--- src/rtl/pipe_pkg.sv ---
// pipe_pkg: IF/ID control and PC-source encodings, NOP word and fetch FSM state type.
package pipe_pkg;
    localparam logic [1:0]  REG_NORMAL = 2'b00;
    localparam logic [1:0]  REG_FLUSH  = 2'b01;
    localparam logic [1:0]  REG_HOLD   = 2'b10;
    localparam logic [1:0]  PCSRC_SEQ  = 2'b00;
    localparam logic [1:0]  PCSRC_JUMP = 2'b01;
    localparam logic [1:0]  PCSRC_JR   = 2'b10;
    localparam logic [31:0] NOP_INST   = 32'h0;
    typedef enum logic [1:0] {FS_IDLE, FS_WAIT, FS_WAIT_KILL} fetch_state_e;
endpackage

--- src/rtl/fetch_skid_buf.sv ---
// fetch_skid_buf: one-entry {inst, pc4} buffer catching a response that lands during an IF/ID hold.
module fetch_skid_buf #(
    parameter int ADDR_W = 32,
    parameter int INST_W = 32
) (
    input  logic              clk,
    input  logic              reset,
    input  logic              push,
    input  logic              pop,
    input  logic              clear,
    input  logic [INST_W-1:0] in_inst,
    input  logic [ADDR_W-1:0] in_pc4,
    output logic              full,
    output logic [INST_W-1:0] inst,
    output logic [ADDR_W-1:0] pc4
);
    always_ff @(posedge clk or posedge reset)
        if (reset) begin
            full <= 1'b0;
            inst <= '0;
            pc4  <= '0;
        end else if (clear) begin
            full <= 1'b0;
        end else if (push) begin
            full <= 1'b1;
            inst <= in_inst;
            pc4  <= in_pc4;
        end else if (pop) begin
            full <= 1'b0;
        end
endmodule

--- src/rtl/fetch_stage.sv ---
// fetch_stage: PC register, single-outstanding imem handshake, skid buffer and IF/ID register.
// Define FETCH_PERF_CNT_EN to add saturating stall-cycle and killed-response counters.
module fetch_stage
    import pipe_pkg::*;
#(
    parameter int                ADDR_W   = 32,
    parameter int                INST_W   = 32,
    parameter logic [ADDR_W-1:0] RESET_PC = '0
) (
    input  logic              clk,
    input  logic              reset,
    input  logic [1:0]        if_id_regOption,
    input  logic              PCSrc2,
    input  logic              ex_mem_activeBranch,
    input  logic [ADDR_W-1:0] branch_target,
    input  logic [1:0]        id_ex_PCSrc1,
    input  logic [ADDR_W-1:0] jump_target,
    input  logic [ADDR_W-1:0] jr_target,
    output logic              imem_req,
    output logic [ADDR_W-1:0] imem_addr,
    input  logic              imem_gnt,
    input  logic              imem_rvalid,
    input  logic [INST_W-1:0] imem_rdata,
    output logic [INST_W-1:0] if_id_inst,
    output logic [ADDR_W-1:0] if_id_PC,
    output logic              if_id_valid
`ifdef FETCH_PERF_CNT_EN
    ,
    output logic [31:0]       perf_stall_cyc,
    output logic [15:0]       perf_kill_cnt
`endif
);
    fetch_state_e      state, state_n;
    logic [ADDR_W-1:0] pc, pc_n, target, skid_pc4;
    logic [INST_W-1:0] skid_inst;
    logic              redirect, live, fire, hold, skid_full;

    assign hold      = if_id_regOption == REG_HOLD;
    assign redirect  = ex_mem_activeBranch || id_ex_PCSrc1 == PCSRC_JUMP || id_ex_PCSrc1 == PCSRC_JR;
    assign target    = ex_mem_activeBranch ? branch_target :
                       id_ex_PCSrc1 == PCSRC_JUMP ? jump_target : jr_target;
    // While WAIT, pc already points past the outstanding fetch, so it doubles as that word's PC+4.
    assign live      = state == FS_WAIT && imem_rvalid && !redirect;
    assign fire      = imem_req && imem_gnt;
    assign imem_addr = pc;

    always_comb begin
        imem_req = !reset && !redirect && !PCSrc2 && !skid_full && !(live && hold) &&
                   (state == FS_IDLE || live);
        state_n  = state;
        if (state == FS_IDLE && fire) state_n = FS_WAIT;
        else if (state == FS_WAIT && imem_rvalid) state_n = fire ? FS_WAIT : FS_IDLE;
        else if (state == FS_WAIT && redirect) state_n = FS_WAIT_KILL;
        else if (state == FS_WAIT_KILL && imem_rvalid) state_n = FS_IDLE;
        pc_n = redirect ? target : fire ? pc + ADDR_W'(4) : pc;
    end

    always_ff @(posedge clk or posedge reset)
        if (reset) begin
            state <= FS_IDLE;
            pc    <= RESET_PC;
        end else begin
            state <= state_n;
            pc    <= pc_n;
        end

    fetch_skid_buf #(.ADDR_W(ADDR_W), .INST_W(INST_W)) u_skid (
        .clk     (clk),
        .reset   (reset),
        .push    (live && hold),
        .pop     (!hold),
        .clear   (if_id_regOption == REG_FLUSH),
        .in_inst (imem_rdata),
        .in_pc4  (pc),
        .full    (skid_full),
        .inst    (skid_inst),
        .pc4     (skid_pc4)
    );

    always_ff @(posedge clk or posedge reset)
        if (reset) begin
            if_id_inst  <= '0;
            if_id_PC    <= '0;
            if_id_valid <= 1'b0;
        end else if (if_id_regOption == REG_FLUSH) begin
            if_id_inst  <= INST_W'(NOP_INST);
            if_id_PC    <= '0;
            if_id_valid <= 1'b0;
        end else if (!hold) begin
            if_id_inst  <= skid_full ? skid_inst : live ? imem_rdata : INST_W'(NOP_INST);
            if_id_PC    <= skid_full ? skid_pc4 : live ? pc : '0;
            if_id_valid <= skid_full || live;
        end

`ifdef FETCH_PERF_CNT_EN
    logic kill;
    assign kill = imem_rvalid && (state == FS_WAIT_KILL || (state == FS_WAIT && redirect));

    always_ff @(posedge clk or posedge reset)
        if (reset) begin
            perf_stall_cyc <= '0;
            perf_kill_cnt  <= '0;
        end else begin
            if ((hold || PCSrc2) && perf_stall_cyc != '1) perf_stall_cyc <= perf_stall_cyc + 32'd1;
            if (kill && perf_kill_cnt != '1) perf_kill_cnt <= perf_kill_cnt + 16'd1;
        end
`endif

    // A response with nothing outstanding means the memory broke the handshake.
    assert property (@(posedge clk) disable iff (reset) !(state == FS_IDLE && imem_rvalid))
        else $error("fetch_stage: imem_rvalid with no outstanding request");
endmodule

--- config.mk ---
export PLATFORM = sky130hd
export DESIGN_NAME = fetch_stage
export DESIGN_NICKNAME = d
export VERILOG_FILES = /design/src/rtl/pipe_pkg.sv /design/src/rtl/fetch_skid_buf.sv /design/src/rtl/fetch_stage.sv
export SDC_FILE = /design/constraint.sdc
export NUM_CORES = 1
export LEC_CHECK = 0
export CAP_MARGIN = 20
export CELL_PAD_IN_SITES_DETAIL_PLACEMENT = 0
export CELL_PAD_IN_SITES_GLOBAL_PLACEMENT = 1
export CORE_MARGIN = 2
export CORE_UTILIZATION = 40
export DETAILED_ROUTE_END_ITERATION = 10
export PLACE_DENSITY_LB_ADDON = 0.1
export SYNTH_ARGS = -nofsm -noshare
export SYNTH_HDL_FRONTEND = slang
export SYNTH_SLANG_ARGS = --single-unit
--- constraint.sdc ---
create_clock -name clk -period 7.9 [get_ports clk]
set_input_delay 0.79 -clock clk [delete_from_list [all_inputs] [get_ports clk]]
set_output_delay 0.79 -clock clk [all_outputs]
set_load 0.01 [all_outputs]
== After elaboration in Yosys (flattened, before gate mapping) ==
Index checks and enable logic that the tools add are counted.

* Bits in read-only memories: 0
* Memories: 0
* Bits in registers: 164
* Bits in writable memories: 0
* Word-level logic and storage cells: 65
* Latch bits: 0

* Equal/unequal tests: 8
* Bitwise logic cells: 1
* Reduce and logical (&&, ||, !) cells: 25
* Multiply operators: 0
* Multiplexer cells: 22
* Div/mod/pow operators: 0
* Add/subtract/negate cells: 1
* Order comparisons: 0
* Shift operators: 0

{| class="wikitable"
|+ Operators with widths
! cell !! number
|-
| $mux W32 || 12
|-
| $add A32 B3 Y32 const B || 1
|-
| $logic_and A1 B1 Y1 || 12
|-
| $mux W2 || 4
|-
| $eq A2 B1 Y1 const B || 3
|-
| $eq A2 B2 Y1 const B || 3
|-
| $mux W1 || 6
|-
| $logic_not A1 Y1 || 5
|-
| $logic_or A1 B1 Y1 || 4
|-
| $reduce_bool A4 Y1 || 1
|-
| $ne A3 B1 Y1 const B || 1
|-
| $logic_not A2 Y1 || 1
|-
| $ne A2 B1 Y1 const B || 1
|-
| $reduce_and A2 Y1 || 1
|-
| $reduce_bool A2 Y1 || 1
|-
| $not A1 Y1 || 1
|}

== Longest topological paths before layout ==
* Word-level depth: 13
* Gate-level depth with buffers: 8
* Gate-level depth less buffers: 6

== By module ==
Synthesis repeated with hierarchy kept, for this count alone.

* Cells, all modules: 819
* Area, all modules: 8901.0 µm²

{| class="wikitable"
|+ By module, submodules not included
! module !! cells an instance !! times used !! area each (µm²) !! seq. area each (µm²)
|-
| fetch_stage || 678 || 1 || 6155.9 || 2477.4
|-
| fetch_skid_buf || 141 || 1 || 2745.1 || 1626.6
|}

== Worst setup path after synthesis ==
Ideal clock, no wire load.

* Kind: input to output
* Start: input port id_ex_PCSrc1[1]
* End: output port imem_req
* Path buffers: 3
* Slack: 5085 ps
* Stages: 6
* Arrival time: 2025 ps
* Required time: 7110 ps
* Cells stage by stage: buf_2 -> xor2_1 -> nor2_1 -> clkbuf_1 -> clkbuf_1 -> and3_1

* Cells in the longest elaborated chain, start to end: 9
* Elaborated cells on any way between the ends: 14
* Classes of those cells: eq/ne (2); reduce/logical (12)

{| class="wikitable"
|+ Ends and longest elaborated chain
! what !! RTL line !! source
|-
| start, declared || fetch_stage.sv:16 || <nowiki>input logic [1:0] id_ex_PCSrc1,</nowiki>
|-
| $eq A2 B1 Y1 || fetch_stage.sv:39 || <nowiki>assign redirect = ex_mem_activeBranch || id_ex_PCSrc1 == PCSRC_JUMP || id_ex_PCSrc1 == PCSRC_JR;</nowiki>
|-
| $logic_or A1 B1 Y1 || fetch_stage.sv:39 ||
|-
| $logic_or A1 B1 Y1 * || fetch_stage.sv:39 ||
|-
| $logic_not A1 Y1 * || fetch_stage.sv:43, fetch_stage.sv:48 ||
|-
| $logic_and A1 B1 Y1 (on tied branches) || fetch_stage.sv:48, fetch_stage.sv:43 ||
|-
| $logic_and A1 B1 Y1 || fetch_stage.sv:48 || <nowiki>imem_req = !reset && !redirect && !PCSrc2 && !skid_full && !(live && hold) &&</nowiki>
|-
| $logic_and A1 B1 Y1 / $logic_not A1 Y1 (equally long branches) || fetch_stage.sv:48 ||
|-
| $logic_and A1 B1 Y1 || fetch_stage.sv:48 ||
|-
| $logic_and A1 B1 Y1 * || fetch_stage.sv:48 ||
|-
| end, declared || fetch_stage.sv:19 || <nowiki>output logic imem_req,</nowiki>
|}

Every way passes the cells marked *; elsewhere a longest branch is shown, timed or not.

== Final worst setup path ==
* Start: input port if_id_regOption[1]
* End: output port imem_req

* Cells in the longest elaborated chain, start to end: 5

{| class="wikitable"
|+ Ends and longest elaborated chain
! what !! RTL line !! source
|-
| start, declared || fetch_stage.sv:12 || <nowiki>input logic [1:0] if_id_regOption,</nowiki>
|-
| $eq A2 B2 Y1 || fetch_stage.sv:38 || <nowiki>assign hold = if_id_regOption == REG_HOLD;</nowiki>
|-
| $logic_and A1 B1 Y1 || fetch_stage.sv:48 ||
|-
| $logic_not A1 Y1 || fetch_stage.sv:48 ||
|-
| $logic_and A1 B1 Y1 (2 in a row) || fetch_stage.sv:48 ||
|}

No other way between the ends.

==> flow_metrics.py <==
metrics = {
    "sta": {
        "grt_setup_unrepaired": "no",
        "clock.fmax_mhz": 283,
        "setup_violations": 0,
        "drv_slew": 0,
        "finalHoldViolCount": 0,
        "tightest_slew_ps": 1070,
        "min_period_ps": 3530,
        "slew_headroom": 0.284,
        "fin_setup_tns_ps": 0,
        "skew_ps": 10.4,
        "period_share": 0.447,
    },
    "yosys": {
        "synth-seq-cells": 164,
        "syn-cell-area_um2": 8530,
        "synth.area.top_cells": "dfrtp_1 48%, mux2_2 7.0%, mux2i_1 5.9%",
        "synth_top_family_by_area": "compound AO/OA/AOI/OAI gates",
        "synth_fa_ha_area_frac": 0.00147,
        "synth-edff-count": 0,
        "synth.distinct_cells": 57,
        "synth_compound_area_frac": 0.192,
        "synth_xor_area_frac": 0.0134,
        "synthFlopType": "dfrtp_1",
        "async_flop_share": 1.00,
        "seq_area_frac_synth": 0.481,
        "synthCells": 824,
        "synth_nets": 963,
        "netlist_top_cells_count": "164 x dfrtp_1, 73 x o21ai_0, 64 x nand3_1",
        "synth_top_area_frac": 0.481,
        "yosysMostFrequentCell": "dfrtp_1",
        "synth_top_area_cell": "dfrtp_1",
        "synth.yosys.warnings": 0,
        "synth-simple-area-share": 0.118,
        "synthMuxAreaShare": 0.145,
        "avgSynthCellArea_um2": 10.3,
    },
    "routing": {
        "first_iter_violations": 499,
        "dr_wl_met2_um": 11900,
        "wl_per_cell_um": 19.0,
        "ant_nets": 0,
        "num_vias": 7340,
        "dr.max_layer_used": "met4",
        "wl_met3_um": 1340,
        "routed_wl_um": 24900,
        "drc": 0,
        "wl_met1_um": 11400,
        "viasPerCell": 5.61,
        "drt_first_pass_iters": 5,
    },
    "finish": {
        "regArea_um2": 4110,
        "fill_cells": 1946,
        "area_delta_synth_final_pct": 36.1,
        "multi_input_area_um2": 4010,
        "final_layout_size_suffix_gt1_frac": 0.107,
        "nets": 1158,
    },
    "flow_run": {
        "drv_cap": 0,
    },
    "power": {
        "vdd_ir_drop_max_uv": 133,
        "p_leak_uw": 0.00503,
        "power_density_nw_per_um2": 178,
        "power_uw": 2070,
    },
    "clock_tree": {
        "postCtsSetupBuffers": 0,
        "cts.path.max_buffers": 2,
        "htreeDepth": 4,
        "ctsResizeCount": 0,
        "cts.clk_slew.worst_paths_ps": 70,
        "cts_buffers": 17,
        "clk_latency_ps": 430,
        "cts_hold_buffers": 0,
        "cts_sinks": 164,
        "cts-root-buf": "clkbuf_16",
        "cts_tree": "built",
    },
    "critical_path": {
        "slowest_delay_ps": 560,
        "path_delay_family": "buffers and inverters",
        "crit_required_ps": 7110,
        "cp_num_buf_inv": 3,
        "crit_top_cell": "buf_4",
        "path_class": "in2out",
        "worst_setup_path_end_kind": "output port",
        "path_cells": "buf_4 > nor2b_1 > buf_4 > o21ai_1 > and3_1 > clkdlybuf4s50_1",
        "crit_path_start_kind": "input port",
        "worstPathArrival_ps": 2740,
        "reg2reg_slack_ps": 4970,
        "cp_max_fo": 41,
        "cpMaxStageDelayCell": "clkdlybuf4s50_1",
    },
    "floorplan": {
        "rows": 53,
        "die_w_um": 150,
        "start_util": 0.407,
        "design.die.area_um2": 22500,
        "design.core.area_um2": 21000,
        "dieHeight_um": 150,
        "ios": 236,
    },
    "outcome": {
        "status": "completed",
    },
    "grt": {
        "grt_pass1_wl_um": 39300,
        "grt_max_degree": 102,
        "grt.overflow.total": 0,
        "grt_pass1_vias": 7191,
        "grt.total_usage": 0.223,
        "grt_antenna_before_repair": 0,
    },
    "placement": {
        "gp_congestion": 0.850,
        "numPortBuffers": 235,
        "hpwlAfterDp_um": 17300,
    },
    "min_path": {
        "min_path_type": "reg2reg",
    },
}
==> routing by layer <==
metal  up-vias  GRT usage
met1      3570      0.308
met4         0     0.0590
li1       3482          -
met3        25     0.0457
met2       263      0.359
met5         -          0
==> metrics by stage <==
stage / hold slack (ps) / utilization / cells / setup slack, ps / area [um2]
after CTS: 489 / 0.554 / 1307 / 4350 / 11600
after floorplan: 452 / - / 824 / 2680 / 8530
after detailed placement: 472 / 0.525 / 1275 / 4330 / 11000
final: 488 / 0.554 / 1309 / 4370 / 11600
after global placement: 461 / 0.525 / 1275 / 4410 / 11000
after global routing: 509 / 0.554 / 1307 / 4280 / 11600
==> placed cells by master, fill, tap and decap left out, types with 4 or more instances in the layout <==
cell type,synthesis,final
a31oi_1,4,4
dfrtp_1,164,163
nor2_1,29,28
a222oi_1,16,16
clkdlybuf4s50_1,0,232
mux2_2,53,53
inv_1,24,23
o21ai_1,4,4
mux2_1,12,12
o21a_1,5,5
clkbuf_16,0,17
o31ai_1,4,4
a22oi_1,18,18
buf_4,0,14
nand2_1,43,43
and2_1,4,4
nand3_1,64,64
a21oi_1,28,28
nor4_1,9,9
o21ai_0,73,73
nor3_1,8,8
clkinv_4,0,4
and3_1,8,8
a22o_1,52,52
xnor2_1,10,10
nand4_1,9,9
mux2i_1,50,50
nor3b_1,4,4
o22ai_1,12,12
inv_6,0,7
==> report_power, final <==
part / internal (uW) / switching (uW)
Clock: 484 / 367
Combinational: 151 / 133
Sequential: 872 / 62.2
==> kinds of logic (layout without fill, tap and decap cells) <==
kind of cell,Yosys count,in the layout
buffers and inverters,96,304
muxes,115,115
adders and majority gates,1,1
DFF,164,164
other,0,2
AOI/OAI and AO/OA,238,238
and+or+nand+nor,197,197
xor gates and xnor gates,13,13
==> cell type report <==
class | count | area share
repair buffers | 248 | 0.210
clock buffers | 18 | 0.0378
well taps | 275 | 0.0296
clock inverters | 14 | 0.0143
diodes | 2 | 0.000431
inverters | 24 | 0.00819
multi-input cells | 564 | 0.346
flip-flops and latches | 164 | 0.354
==> path summary, 6_finish.rpt <==
kind | startpoint | to | depth (start not counted)
max | if_id_regOption[1] | imem_req | 6
min | u_skid.pc4[20] | if_id_PC[20] | 2
max reg2reg | u_skid.full | imem_addr[19] | 6
min reg2reg | u_skid.pc4[20] | if_id_PC[20] | 2
max in group asynchronous | reset | u_skid.full | 3
min in group asynchronous | reset | if_id_PC[28] | 2
==> tightest hold or removal path, cell delays in order, from the launching register on <==
cell and delay [ps]:
dfrtp_1 340, a222oi_1 60, inv_1 50
==> state kept, by name (all words and copies together), names as in the netlist <==
name,count
if_id_PC,32
imem_addr,32
if_id_inst,32
if_id_valid,1
u_skid.pc4,32
state,2
u_skid.full,1
u_skid.inst,32
Power figures use the tool's default switching activity.
==> variant 1: new RTL, config.mk and constraints unchanged <==
Add an input register stage for `branch_target`, `jump_target` and `jr_target`, cleared by the reset; this delays them by one clock. The other inputs are not delayed to match.
--- a/src/rtl/fetch_stage.sv
+++ b/src/rtl/fetch_stage.sv
@@ -30,6 +30,23 @@
     output logic [15:0]       perf_kill_cnt
 `endif
 );
+
+    logic [ADDR_W-1:0] branch_target_q;
+    logic [ADDR_W-1:0] jump_target_q;
+    logic [ADDR_W-1:0] jr_target_q;
+
+    always_ff @(posedge clk or posedge reset) begin
+        if (reset) begin
+            branch_target_q <= '0;
+            jump_target_q   <= '0;
+            jr_target_q     <= '0;
+        end else begin
+            branch_target_q <= branch_target;
+            jump_target_q   <= jump_target;
+            jr_target_q     <= jr_target;
+        end
+    end
+
     fetch_state_e      state, state_n;
     logic [ADDR_W-1:0] pc, pc_n, target, skid_pc4;
     logic [INST_W-1:0] skid_inst;
@@ -37,8 +54,8 @@
 
     assign hold      = if_id_regOption == REG_HOLD;
     assign redirect  = ex_mem_activeBranch || id_ex_PCSrc1 == PCSRC_JUMP || id_ex_PCSrc1 == PCSRC_JR;
-    assign target    = ex_mem_activeBranch ? branch_target :
-                       id_ex_PCSrc1 == PCSRC_JUMP ? jump_target : jr_target;
+    assign target    = ex_mem_activeBranch ? branch_target_q :
+                       id_ex_PCSrc1 == PCSRC_JUMP ? jump_target_q : jr_target_q;
     // While WAIT, pc already points past the outstanding fetch, so it doubles as that word's PC+4.
     assign live      = state == FS_WAIT && imem_rvalid && !redirect;
     assign fire      = imem_req && imem_gnt;
Behaviour: not the same (Yosys sat finds a counterexample within 4 cycles, from zero or initial values and one cycle with reset high).
==> variant 1 against the unedited design <==
Routed wire length grew 5.8%. Worst hold slack got worse by 0.023 ns. Sequential cell count rose by 96. Worst setup slack worse by 0.29 ns. First-iteration DRC count decreased by 20%. Sequential share of layout area increased by 12 points. Area after synthesis is 21% higher. Power rose by 47%. Design area increased by 20%. Synthesized cell count rose by 2.8%.
==> variant 1: results (changes against the unedited design) <==
Synth
  • Post-synthesis compound-gate area fraction: 11.81% (-7.4 points)
  • Count of different cell masters after synthesis: 50 (-12%)
  • Adder-cell share of the synthesized area: 0.1216% (-0.025 points)
  • Mux cell area share after synthesis: 12.55% (-1.9 points)
  • Mapped Nets: 986 (+2.4%)

Global route
  • Largest net degree at the start of global routing: 86 (-16%)
  • First-pass GRT wire length: 41480 um (+5.4%)
  • GRT Overall Usage: 19.53% (-2.8 points)

Clock network
  • CTS Buf Count: 29 (+12)
  • Htree depth: 1 (-3)
  • Clock buffer depth: 3 (+1)
  • Worst-Skew Late Latency: 0.55 ns (+0.12 ns)

Detailed routing
  • Initial DRC count: 397 (-20%)
  • Final wirelength: 26380 um (+5.8%)
  • Routed vias: 7336 (-0.054%)

Place
  • Worst setup slack after placement: 4.042 ns (-0.2890 ns)
  • Placer Congestion: 0.7549 (-11%)
  • Post-DP HPWL: 17820 um (+2.9%)

Floorplanning
  • # rows: 58 (+9.4%)

Critical path
  • Critical-path maximum fanout: 25 (-39%)

Timing
  • Slew at the pin closest to its max-slew limit: 0.9613 ns (-0.1123 ns)

Final layout
  • Clock-cell share: 6.570% (+1.4 points)
  • Layout cell share with drive strength beyond 1: 12.53% (+1.9 points)
  • Seq/total area: 46.89% (+12 points)
  • Signal buf overhead: 17.84% (-3.2 points)
  • Antenna fix cells: 0 (-2)

Power
  • Peak VDD IR: 0.0001383 V (+4.0%)

Status
  • Status: finished, final reports clean
variant 1: cell types whose count changed after synthesis, sizes merged, moves of 5 or more:
cell    before  now
nor4        11    4
nand2       43  104
dfrtp      164  260
mux2i       50   57
a22oi       18   13
a22o        52    1
o21ai       77   89
clkbuf      46   34
nand3       64   12
a21oi       28   38
a222oi      16    0
buf         26   19
a221o        1    9
inv         24    6
variant 1: metal layers:
| layer | up-vias | global-route usage, % | share of wire [%] |
|---|---|---|---|
| li1 | 3474 | - | - |
| met1 | 3606 | 28.93 | 48 |
| met2 | 224 | 29.48 | 44 |
| met3 | 32 | 4.420 | 6.8 |
| met4 | 0 | 4.348 | 1.7 |
| met5 | - | 0 | 0 |
variant 1: path summary, 6_finish.rpt:
check	from	endpoint	slack, ns
setup / recovery	id_ex_PCSrc1[0]	imem_req	4.08
hold / removal	branch_target_q[12]	imem_addr[12]	0.47
setup reg to reg	u_skid.full	imem_addr[9]	5.24
hold reg to reg	branch_target_q[12]	imem_addr[12]	0.47
max in group asynchronous	reset	u_skid.inst[18]	5.76
min in group asynchronous	reset	state[0]	0.73
variant 1: cell families after synthesis:
kind of cell               Yosys count
DFF                                260
AOI/OAI and AO/OA                  200
and+or+nand+nor                    192
muxes                              121
buffers and inverters               59
xor gates and xnor gates            14
adders and majority gates            1
variant 1: power breakdown:
part	internal (mW)	switching [mW]	leakage (nW)
sequential	1.39	0.0672	3.34
combinational	0.162	0.140	2.08
clock	0.744	0.534	0.459
total	2.30	0.741	5.87
variant 1: per-stage QoR:
stage	utilization [%]	power, mW	cells
after floorplan	-	1.603	847
after global placement	51.17	1.788	1370
after detailed placement	51.25	1.792	1371
after CTS	54.87	3.077	1422
after global routing	54.97	3.166	1423
final	54.97	3.041	1423
==> variant 2: new RTL, config.mk and constraints unchanged <==
Without the edit above. The option `FETCH_PERF_CNT_EN` is turned on by a define.
--- a/src/rtl/fetch_stage.sv
+++ b/src/rtl/fetch_stage.sv
@@ -1,5 +1,7 @@
 // fetch_stage: PC register, single-outstanding imem handshake, skid buffer and IF/ID register.
 // Define FETCH_PERF_CNT_EN to add saturating stall-cycle and killed-response counters.
+`define FETCH_PERF_CNT_EN
+
 module fetch_stage
     import pipe_pkg::*;
 #(
Behaviour (old outputs only; new: perf_kill_cnt and perf_stall_cyc): unchanged (equiv_simple and equiv_induct, registers matched by name and starting in step).
==> variant 2 against the unedited design <==
Design area up 27%. Power up 38%. Synthesized cell count up 25%. Sequential power up 35%. Clock skew up 0.0010 ns. Worst setup slack worse by 0.26 ns. Sequential cell count up 48. Routed wire length up 30%. First-iteration DRC count up 55%. Area after synthesis up 28%. Critical path type is now in2reg. Largest power group unchanged.
==> variant 2: results (changes against the unedited design) <==
Timing
  • Worst hold slack: 0.4795 ns (-0.008845 ns)
  • Max-slew headroom: 28.32% (-0.11 points)
  • Clk_skew: 0.01141 ns (+0.001026 ns)

Critical path
  • Critical path data arrival time: 4.19 ns (+1.45 ns)
  • Reg-to-Reg End: if_id_inst[1]
  • Slowest cell on the critical path: buf_4
  • Setup CP Type: in2reg
  • Critical-path maximum fanout: 66 (+61%)

Synth
  • Mapped Nets: 1175 (+22%)
  • Count of different cell masters after synthesis: 58 (+1.8%)
  • Post-Syn Instances: 1034 (+25%)
  • Seq/Total Area, Yosys: 48.57% (+0.44 points)
  • Top cells by count, synth: 212 x dfrtp_1, 78 x nand2_1, 77 x a22oi_1, 61 x mux2_2, 52 x nor2b_1

Power
  • Switching share of power: 27.00% (-0.16 points)

Final layout
  • Layout cell share with drive strength beyond 1: 10.61% (-0.047 points)
  • Nets: 1414 (+22%)
  • Fill cells: 2412 (+24%)
  • Antenna fix cells: 0 (-2)

Clock network
  • Clock buffer depth: 3 (+1)
  • Worst-Skew Late Latency: 0.51 ns (+0.08 ns)

Detailed routing
  • Routed vias: 9506 (+30%)
  • Final wirelength: 32340 um (+30%)
  • Initial DRC count: 775 (+55%)

Place
  • Post-DP HPWL: 21540 um (+24%)
  • Port Buffers: 283 (+20%)
  • Placer Congestion: 0.8199 (-3.5%)
  • Post-Place Cells: 1585 (+24%)
  • Area after DPL: 0.01391 mm2 (+27%)

Global route
  • GRT Overall Usage: 21.90% (-0.41 points)
  • First-pass GRT wire length: 50560 um (+29%)
  • Number of global-route vias before repair: 9104 (+27%)
  • Largest net degree at the start of global routing: 137 (+34%)

Status
  • Status: finished, final reports clean

Worst hold path
  • Hold endpoint: if_id_inst[30]
-- variant 2: changes by cell type after synthesis, moves of 35 or more --
cell / unedited run / this run
nor2b_1: 3 / 52
a22oi_1: 18 / 77
a221oi_1: 1 / 49
nand2_1: 43 / 78
mux2i_1: 50 / 0
a22o_1: 52 / 0
nand3_1: 64 / 26
dfrtp_1: 164 / 212
o32ai_1: 0 / 49
-- variant 2: cell families (layout without fill, tap and decap cells) --
family,count (synthesis),in the layout,synth area share [%]
xor gates and xnor gates,62,62,4.971
AOI/OAI and AO/OA,305,305,20.63
adders and majority gates,3,3,0.3437
buffers and inverters,93,350,3.700
muxes,66,66,6.804
DFF,212,212,48.57
and+or+nand+nor,293,293,14.98
-- variant 2: power by group through the flow --
stage	combinational [mW]	sequential, mW	clock, mW
3_5_place_dp	0.467	1.28	0
6_report	0.466	1.26	1.14
4_1_cts	0.469	1.26	1.16
3_3_place_gp	0.464	1.28	0
2_1_floorplan	0.197	1.27	0
5_1_grt	0.509	1.27	1.21
-- variant 2: critical path, delay by kind of cell --
| kind | cells | cell delay, ns |
|---|---|---|
| AND/OR/NAND/NOR | 3 | 1.16 |
| buffers and inverters | 3 | 1.65 |
| AO/OA/AOI/OAI | 2 | 0.55 |
-- variant 2: routing by layer --
metal	global-route usage [%]	part of all wire (%)
met1	30.61	45
met3	4.221	6.6
met2	35.47	47
met5	0	0
met4	4.794	1.5
-- variant 2: layout make-up --
class | count | area, um2 | area share [%]
clock inverter | 10 | 78.83 | 0.5337
clock buffer | 35 | 733.2 | 4.964
sequential | 212 | 5309 | 35.94
multi-input combinational | 729 | 5230 | 35.41
inverter | 8 | 37.54 | 0.2541
timing repair buffer | 297 | 2955 | 20.01
tap | 341 | 426.7 | 2.889
